<file path="src/rtl/op_seq_pkg.sv">
// Shared definitions for the op_sequencer: control-bus bit positions, opcodes,
// state encoding and the opcode-to-ALU-bit map.
package op_seq_pkg;

  localparam int CB_LD_A         = 0;
  localparam int CB_LD_B         = 1;
  localparam int CB_LD_O         = 2;
  localparam int CB_SEL_A        = 3;
  localparam int CB_SEL_B        = 4;
  localparam int CB_SH_LOAD      = 5;
  localparam int CB_SH_LEFT      = 6;
  localparam int CB_SH_RIGHT     = 7;
  localparam int CB_MUX2_SH      = 8;
  localparam int CB_ALU_ADD      = 9;
  localparam int CB_ALU_SUB      = 10;
  localparam int CB_ALU_AND      = 11;
  localparam int CB_ALU_OR       = 12;
  localparam int CB_ALU_XOR      = 13;
  localparam int CB_ALU_MUL_STEP = 14;
  localparam int CB_ACC_LOAD     = 15;

  localparam logic [2:0] OP_ADD = 3'd0;
  localparam logic [2:0] OP_SUB = 3'd1;
  localparam logic [2:0] OP_AND = 3'd2;
  localparam logic [2:0] OP_OR  = 3'd3;
  localparam logic [2:0] OP_XOR = 3'd4;
  localparam logic [2:0] OP_MUL = 3'd5;

  // Encodings are visible on state_dbg, so keep them stable.
  typedef enum logic [3:0] {
    ST_IDLE      = 4'd0,
    ST_LOAD      = 4'd1,
    ST_OPA       = 4'd2,
    ST_OPB       = 4'd3,
    ST_MUL_INIT  = 4'd4,
    ST_MUL_STEP  = 4'd5,
    ST_MUL_SHIFT = 4'd6,
    ST_STORE     = 4'd7,
    ST_DONE      = 4'd8
  } state_t;

  function automatic logic [15:0] cb(input int idx);
    return 16'(1) << idx;
  endfunction

  // ALU function bit for the second-operand state; MUL and reserved map to none.
  function automatic logic [15:0] alu_bit(input logic [2:0] op);
    logic [15:0] m;
    m = '0;
    case (op)
      OP_ADD:  m = cb(CB_ALU_ADD);
      OP_SUB:  m = cb(CB_ALU_SUB);
      OP_AND:  m = cb(CB_ALU_AND);
      OP_OR:   m = cb(CB_ALU_OR);
      OP_XOR:  m = cb(CB_ALU_XOR);
      default: m = '0;
    endcase
    return m;
  endfunction

endpackage

</file>
<file path="src/rtl/op_seq_decode.sv">
// Combinational map from sequencer state and latched opcode to the 16-bit
// datapath control word.
module op_seq_decode
  import op_seq_pkg::*;
(
  input  state_t      state,
  input  logic [2:0]  opcode,
  output logic [15:0] control
);

  always_comb begin
    control = '0;
    case (state)
      ST_LOAD:      control = cb(CB_LD_A) | cb(CB_LD_B) | cb(CB_ACC_LOAD);
      ST_OPA:       control = cb(CB_SEL_A) | cb(CB_ALU_ADD) | cb(CB_ACC_LOAD);
      ST_OPB:       control = cb(CB_SEL_B) | alu_bit(opcode) | cb(CB_ACC_LOAD);
      ST_MUL_INIT:  control = cb(CB_SEL_B) | cb(CB_SH_LOAD);
      ST_MUL_STEP:  control = cb(CB_SEL_A) | cb(CB_ALU_MUL_STEP) | cb(CB_ACC_LOAD);
      ST_MUL_SHIFT: control = cb(CB_SEL_B) | cb(CB_SH_RIGHT);
      ST_STORE:     control = cb(CB_LD_O);
      default:      control = '0;
    endcase
  end

endmodule

</file>
<file path="src/rtl/op_sequencer.sv">
// Control-word sequencer: walks the datapath through load/compute/store for
// ALU ops and an iterative add/shift loop for MUL. All outputs are Moore.
module op_sequencer
  import op_seq_pkg::*;
#(
  parameter int MUL_ITERS = 4,
  parameter int CNT_W     = 2
) (
  input  logic        clk,
  input  logic        reset,
  input  logic        start,
  input  logic [2:0]  opcode,
  input  logic        flag,
  output logic [15:0] control,
  output logic        busy,
  output logic        done,
  output logic        err,
  output logic [3:0]  state_dbg
);

  localparam logic [CNT_W-1:0] CNT_LAST = CNT_W'(MUL_ITERS - 1);

  state_t            state_q, state_d;
  logic [2:0]        opcode_q, opcode_d;
  logic [CNT_W-1:0]  cnt_q, cnt_d;

  // flag only matters to the ALU during MUL steps; kept as a hook here.
  logic unused_flag;
  assign unused_flag = flag;

  always_ff @(posedge clk or negedge reset) begin
    if (!reset) begin
      state_q  <= ST_IDLE;
      opcode_q <= '0;
      cnt_q    <= '0;
    end else begin
      state_q  <= state_d;
      opcode_q <= opcode_d;
      cnt_q    <= cnt_d;
    end
  end

  always_comb begin
    state_d  = state_q;
    opcode_d = opcode_q;
    cnt_d    = cnt_q;
    case (state_q)
      ST_IDLE: begin
        if (start) begin
          opcode_d = opcode;
          cnt_d    = '0;
          // Reserved opcodes skip the datapath and report through err.
          if (opcode <= OP_MUL) state_d = ST_LOAD;
          else                  state_d = ST_DONE;
        end
      end
      ST_LOAD:     state_d = (opcode_q == OP_MUL) ? ST_MUL_INIT : ST_OPA;
      ST_OPA:      state_d = ST_OPB;
      ST_OPB:      state_d = ST_STORE;
      ST_MUL_INIT: begin
        cnt_d   = '0;
        state_d = ST_MUL_STEP;
      end
      ST_MUL_STEP: state_d = ST_MUL_SHIFT;
      ST_MUL_SHIFT: begin
        if (cnt_q == CNT_LAST) begin
          state_d = ST_STORE;
        end else begin
          cnt_d   = cnt_q + 1'b1;
          state_d = ST_MUL_STEP;
        end
      end
      ST_STORE:    state_d = ST_DONE;
      ST_DONE:     state_d = ST_IDLE;
      default:     state_d = ST_IDLE;
    endcase
  end

  op_seq_decode u_decode (
    .state   (state_q),
    .opcode  (opcode_q),
    .control (control)
  );

  always_comb begin
    busy      = (state_q != ST_IDLE);
    done      = (state_q == ST_DONE);
    err       = (state_q == ST_DONE) && (opcode_q[2:1] == 2'b11);
    state_dbg = state_q;
  end

endmodule

</file>
<file path="config.mk">
export PLATFORM = sky130hd
export DESIGN_NAME = op_sequencer
export DESIGN_NICKNAME = d
export VERILOG_FILES = /design/src/rtl/op_seq_pkg.sv /design/src/rtl/op_seq_decode.sv /design/src/rtl/op_sequencer.sv
export SDC_FILE = /design/constraint.sdc
export NUM_CORES = 1
export LEC_CHECK = 0
export CAP_MARGIN = 20
export CORE_MARGIN = 3
export CORE_UTILIZATION = 36
export CTS_CLUSTER_SIZE = 25
export DETAILED_ROUTE_END_ITERATION = 6
export PLACE_DENSITY = 0.74
export SYNTH_ARGS = -nofsm -noshare
export SYNTH_HDL_FRONTEND = slang
export SYNTH_SLANG_ARGS = --single-unit
</file>
<file path="constraint.sdc">
create_clock -name clk -period 1.6 [get_ports clk]
set_input_delay 0.48 -clock clk [delete_from_list [all_inputs] [get_ports clk]]
set_output_delay 0.48 -clock clk [all_outputs]
set_load 0.005 [all_outputs]
</file>
After elaboration in Yosys (flattened, before gate mapping)
Index checks and enable logic that the tools add are counted.
{"block": "totals", "ff_bits": 9, "output_inout_bits": 23}
{"block": "op_classes", "add_sub_neg": 1, "magnitude_cmp": 1, "n_eq_ne": 17, "muxes": 10, "n_reduce_logical": 7}
{"operator": "$pmux 16 s7", "count": 1}
{"operator": "$pmux 14 s5", "count": 1}
{"operator": "$pmux 4 s8", "count": 1}
{"operator": "$eq 4x3->1 const B", "count": 4}
{"operator": "$eq 4x2->1 const B", "count": 2}
{"operator": "$mux 4", "count": 2}
{"operator": "$eq 3x2->1 const B", "count": 2}
{"operator": "$eq 3x3->1 const B", "count": 2}
{"operator": "$mux 2", "count": 3}
{"operator": "$pmux 2 s3", "count": 1}
{"operator": "$eq 2x2->1 const B", "count": 2}
{"operator": "$eq 4x1->1 const B", "count": 1}
{"operator": "$eq 4x4->1 const B", "count": 1}
{"operator": "$logic_not 4->1", "count": 1}
{"operator": "$ne 2x2->1 const B", "count": 2}
{"operator": "$reduce_bool 4->1", "count": 1}
{"operator": "$eq 3x1->1 const B", "count": 1}
{"operator": "$le 3x3->1 const B", "count": 1}
{"operator": "$logic_not 3->1", "count": 1}
{"operator": "$mux 3", "count": 1}
{"operator": "$reduce_and 3->1", "count": 1}
{"operator": "$reduce_bool 3->1", "count": 1}
{"operator": "$add 2x1->2 const B", "count": 1}
{"operator": "$reduce_and 2->1", "count": 1}
{"operator": "$logic_and 1x1->1", "count": 1}

Longest topological paths before layout
{"block": "logic_depth", "word_depth": 4, "depth_mapped": 4, "ltp_nobuf": 4}

Hierarchy
A second synthesis with hierarchy kept.
{"block": "hier_totals", "cells_unflattened": 75, "hier_area_um2": 685.7}
{"mod": "op_sequencer", "instances": 1, "cells_each": 44, "area_per_inst_um2": 460.4}
{"mod": "op_seq_decode", "instances": 1, "cells_each": 31, "area_per_inst_um2": 225.2}

Worst setup path before layout
Ideal clock, no wire load.
{"block": "synth_timing", "kind": "reg2out", "start": "register state_q[0], in the netlist state_dbg[0]", "end": "output port err", "arrival_ns": 1.219, "required_ns": 1.120, "path_slack_ns": -0.099, "path_stages_with_launch": 4, "cell_sequence": "dfrtp_1 buf_2 nor4b_1 and3_1"}
{"block": "synth_between", "elab_chain_len": 2}
{"item": "from (decl)", "line_no": "op_sequencer.sv:23", "text": "state_t state_q, state_d;"}
{"item": "from (signal assigned)", "line_no": "op_sequencer.sv:37", "text": "state_q <= state_d;"}
{"item": "$eq 4x4->1"}
{"item": "net done", "line_no": "op_sequencer.sv:16", "text": "output logic done,"}
{"item": "$logic_and 1x1->1", "line_no": "op_sequencer.sv:88", "text": "err = (state_q == ST_DONE) && (opcode_q[2:1] == 2'b11);"}
{"item": "to (decl)", "line_no": "op_sequencer.sv:17", "text": "output logic err,"}
The timed path passes the listed nets, and every way through them passes these cells.

Worst setup path after layout
{"block": "layout_timing", "start": "register state_q[1], in the netlist state_dbg[1]", "end": "output port err"}
{"block": "layout_between", "elab_chain_len": 2}
{"item": "$eq 4x4->1", "line_no": "op_sequencer.sv:88"}
{"item": "$logic_and 1x1->1", "line_no": "op_sequencer.sv:88"}
No other way between the ends.

==> metrics.cfg <==
[clock_tree]
clk_latency_ns = 0.29
clk_pin_slew_ns = 0.08
cts.htree.levels = 1
cts_buffers = 3
ctsLongestPathBuffers = 2
root_buffer = clkbuf_4
cts_tree = done
clock_sinks = 9

[grt]
grt_max_degree = 13
antenna_found_initial = 0
grt_pass1_vias = 961
grt_usage_pct = 25.5
grt_pass1_wl_mm = 4.56
overflow = 0

[sta]
finClkSkew_ns = 0.0197
finalSetupViolations = 26
max_freq_ghz = 0.482
fin_ws_ns = -0.476
finalHoldViolations = 0
fin_crit_sh_pct = 130
rsz0062_at_grt = yes
slew_viol_final = 0
fin_crit_ns = 2.08
tns_ns = -5.79

[yosys]
synth_seq_cells = 9
syn-cell-area_um2 = 667
synth.avg_cell_area_um2 = 8.55
ys_seq_area_share_pct = 33.8
ys_warn_count = 0
synth_cells = 78
synth_cell_type_count = 34

[detailed_routing]
detail-route-antenna-nets = 0
drc = 0
wl_per_cell_um = 21.5
vias_per_cell = 5.82
routed_wl_mm = 3.83
vias = 1036
drt_iter0_markers = 62
dr.pass1.iters = 4

[die]
num_io_pins = 30
rows = 14
die_area_mm2 = 0.00240
core-area_mm2 = 0.00163
fp.dieW_um = 49.0
start_util_pct = 40.9
fp.dieH_um = 49.0

[worst_setup_path]
cp-end-kind = output pin
critPathKind = register to output pin
startpoint_type = register
arrival_ns = 1.60
r2r_cells = 7
critPathMaxFanout = 4
cp_data_required_time_ns = 1.12

[finish]
nFillCells = 38
final_nets = 163
utilization_pct = 95.2
area_growth_pct = 132
antenna_cells = 0
drive_gt1_share_pct = 72.7
design_area_mm2 = 0.00155

[outcome]
status = finished with violations
violations = setup timing

[hold_path]
min_path_type = input pin to async pin

[placement]
placed_cell_area_mm2 = 0.00111
numPortBuffers = 26
hpwl_mm = 1.49
gp_congestion = 0.754

[job]
drv_cap = 0

[pwr]
power.leakage_nw = 0.748
peakVddDrop_mv = 1.76
power_density_mw_per_mm2 = 2450

-- registers in the layout (all words and copies together) (netlist names) --
signal     flops
cnt_q          2
opcode_q       3
state_dbg      4
-- through the flow --
| step | hold WS (ns) | std cells | setup slack [ns] | power, mW |
|---|---|---|---|---|
| 2_1_floorplan | 0.184 | 79 | 0.00283 | 1.22 |
| 3_3_place_gp | 0.473 | 144 | -0.391 | 2.08 |
| 3_5_place_dp | 0.496 | 144 | -0.432 | 2.14 |
| 4_1_cts | 0.504 | 169 | -0.319 | 2.91 |
| 5_1_grt | 0.525 | 178 | -0.491 | 3.96 |
| 6_report | 0.511 | 178 | -0.476 | 3.79 |
-- what timing repair did --
item                                   in CTS  in global routing
resized for setup                         111                 35
setup endpoints to repair                  21                 26
cloned                                      0                  1
endpoints found under the hold margin       0                  0
hold buffers                                0                  0
setup buffers                              21                  8
pin swaps                                  11                 11
-- synthesized netlist by cell type (all sizes together) --
library cell / count / area, µm²
a2111oi: 1 / 8.76
a211oi: 1 / 7.51
a21oi: 3 / 15.0
a31oi: 2 / 12.5
and3: 2 / 12.5
and4b: 2 / 20.0
and4bb: 1 / 12.5
buf: 6 / 37.5
clkbuf: 1 / 3.75
conb: 1 / 3.75
dfrtp: 9 / 225
ha: 1 / 12.5
inv: 2 / 7.51
mux2: 3 / 33.8
mux2i: 1 / 10.0
nand2: 6 / 25.0
nand2b: 5 / 31.3
nand3: 1 / 5.00
nand3b: 2 / 15.0
nor2: 9 / 33.8
nor3: 7 / 35.0
nor3b: 1 / 7.51
nor4: 3 / 33.8
nor4b: 1 / 8.76
nor4bb: 1 / 10.0
o21ai: 1 / 5.00
o21bai: 1 / 7.51
o22ai: 1 / 6.26
o31ai: 1 / 7.51
or2: 1 / 6.26
or3: 1 / 6.26
-- worst max-delay path, cell delays in order (launching register included) --
cell	delay (ns)
dfrtp_2	0.47
buf_6	0.14
nor4b_4	0.33
and3_1	0.23
buf_2	0.14
-- final cells by class --
cell class	count	area [µm²]	area share, %
repair buffers	78	691	44.6
multi-input cells	61	564	36.4
flip-flops and latches	9	231	14.9
inverters	2	7.51	0.484
clock buffers	4	26.3	1.69
well taps	24	30.0	1.94
-- power by group --
part	switching [mW]	internal (mW)	total [mW]
clock network	0.0994	0.0968	0.196
logic	1.35	1.72	3.07
registers	0.171	0.358	0.529
total	1.62	2.17	3.79
-- layer usage --
metal	global-route usage (%)	wire [µm]	vias to the layer above
li1	-	-	432
met1	23.6	1300	478
met2	48.4	1870	94
met3	8.26	383	32
met4	14.2	280	0
met5	0	0	-
-- path summary, 6_finish.rpt --
path / startpoint / end / slack (ns)
setup / recovery: state_dbg[1]$_DFFE_PN0P_ / err / -0.48
hold / removal: reset / cnt_q[1]$_DFFE_PN0P_ / 0.51
setup reg to reg: state_dbg[2]$_DFFE_PN0P_ / state_dbg[3]$_DFFE_PN0P_ / -0.11
hold reg to reg: cnt_q[0]$_DFFE_PN0P_ / cnt_q[0]$_DFFE_PN0P_ / 0.51
max in group asynchronous: reset / opcode_q[0]$_DFFE_PN0P_ / 0.71
min in group clk: cnt_q[0]$_DFFE_PN0P_ / cnt_q[0]$_DFFE_PN0P_ / 0.51
-- cells by family (layout without fill, tap and decap cells) --
kind of cell / Yosys count / after routing / share of synthesized area (%)
buf+inv: 9 / 84 / 7.32
mux: 4 / 4 / 6.57
simple gates: 43 / 43 / 39.4
fa+ha+maj: 1 / 1 / 1.88
flops: 9 / 9 / 33.8
other cells: 1 / 2 / 0.562
compound gates: 11 / 11 / 10.5
-- layout by cell type, fill, tap and decap left out, types with 2 or more instances in the layout --
master           synthesis  final
a21oi_2                  0      2
a31oi_1                  2      2
and3_1                   2      2
and4b_1                  2      2
buf_2                    3     15
buf_4                    3     29
buf_6                    0     24
clkbuf_4                 0      3
clkdlybuf4s50_1          0      5
conb_1                   1      2
dfrtp_1                  9      4
dfrtp_2                  0      5
mux2_2                   3      3
nand2_2                  1      4
nand2b_4                 0      5
nand3b_1                 2      2
nor2_1                   9      5
nor2_4                   0      3
nor3_1                   7      3
nor3_4                   0      3
nor4_1                   2      2
No activity file was read; power rests on OpenSTA's default activity.
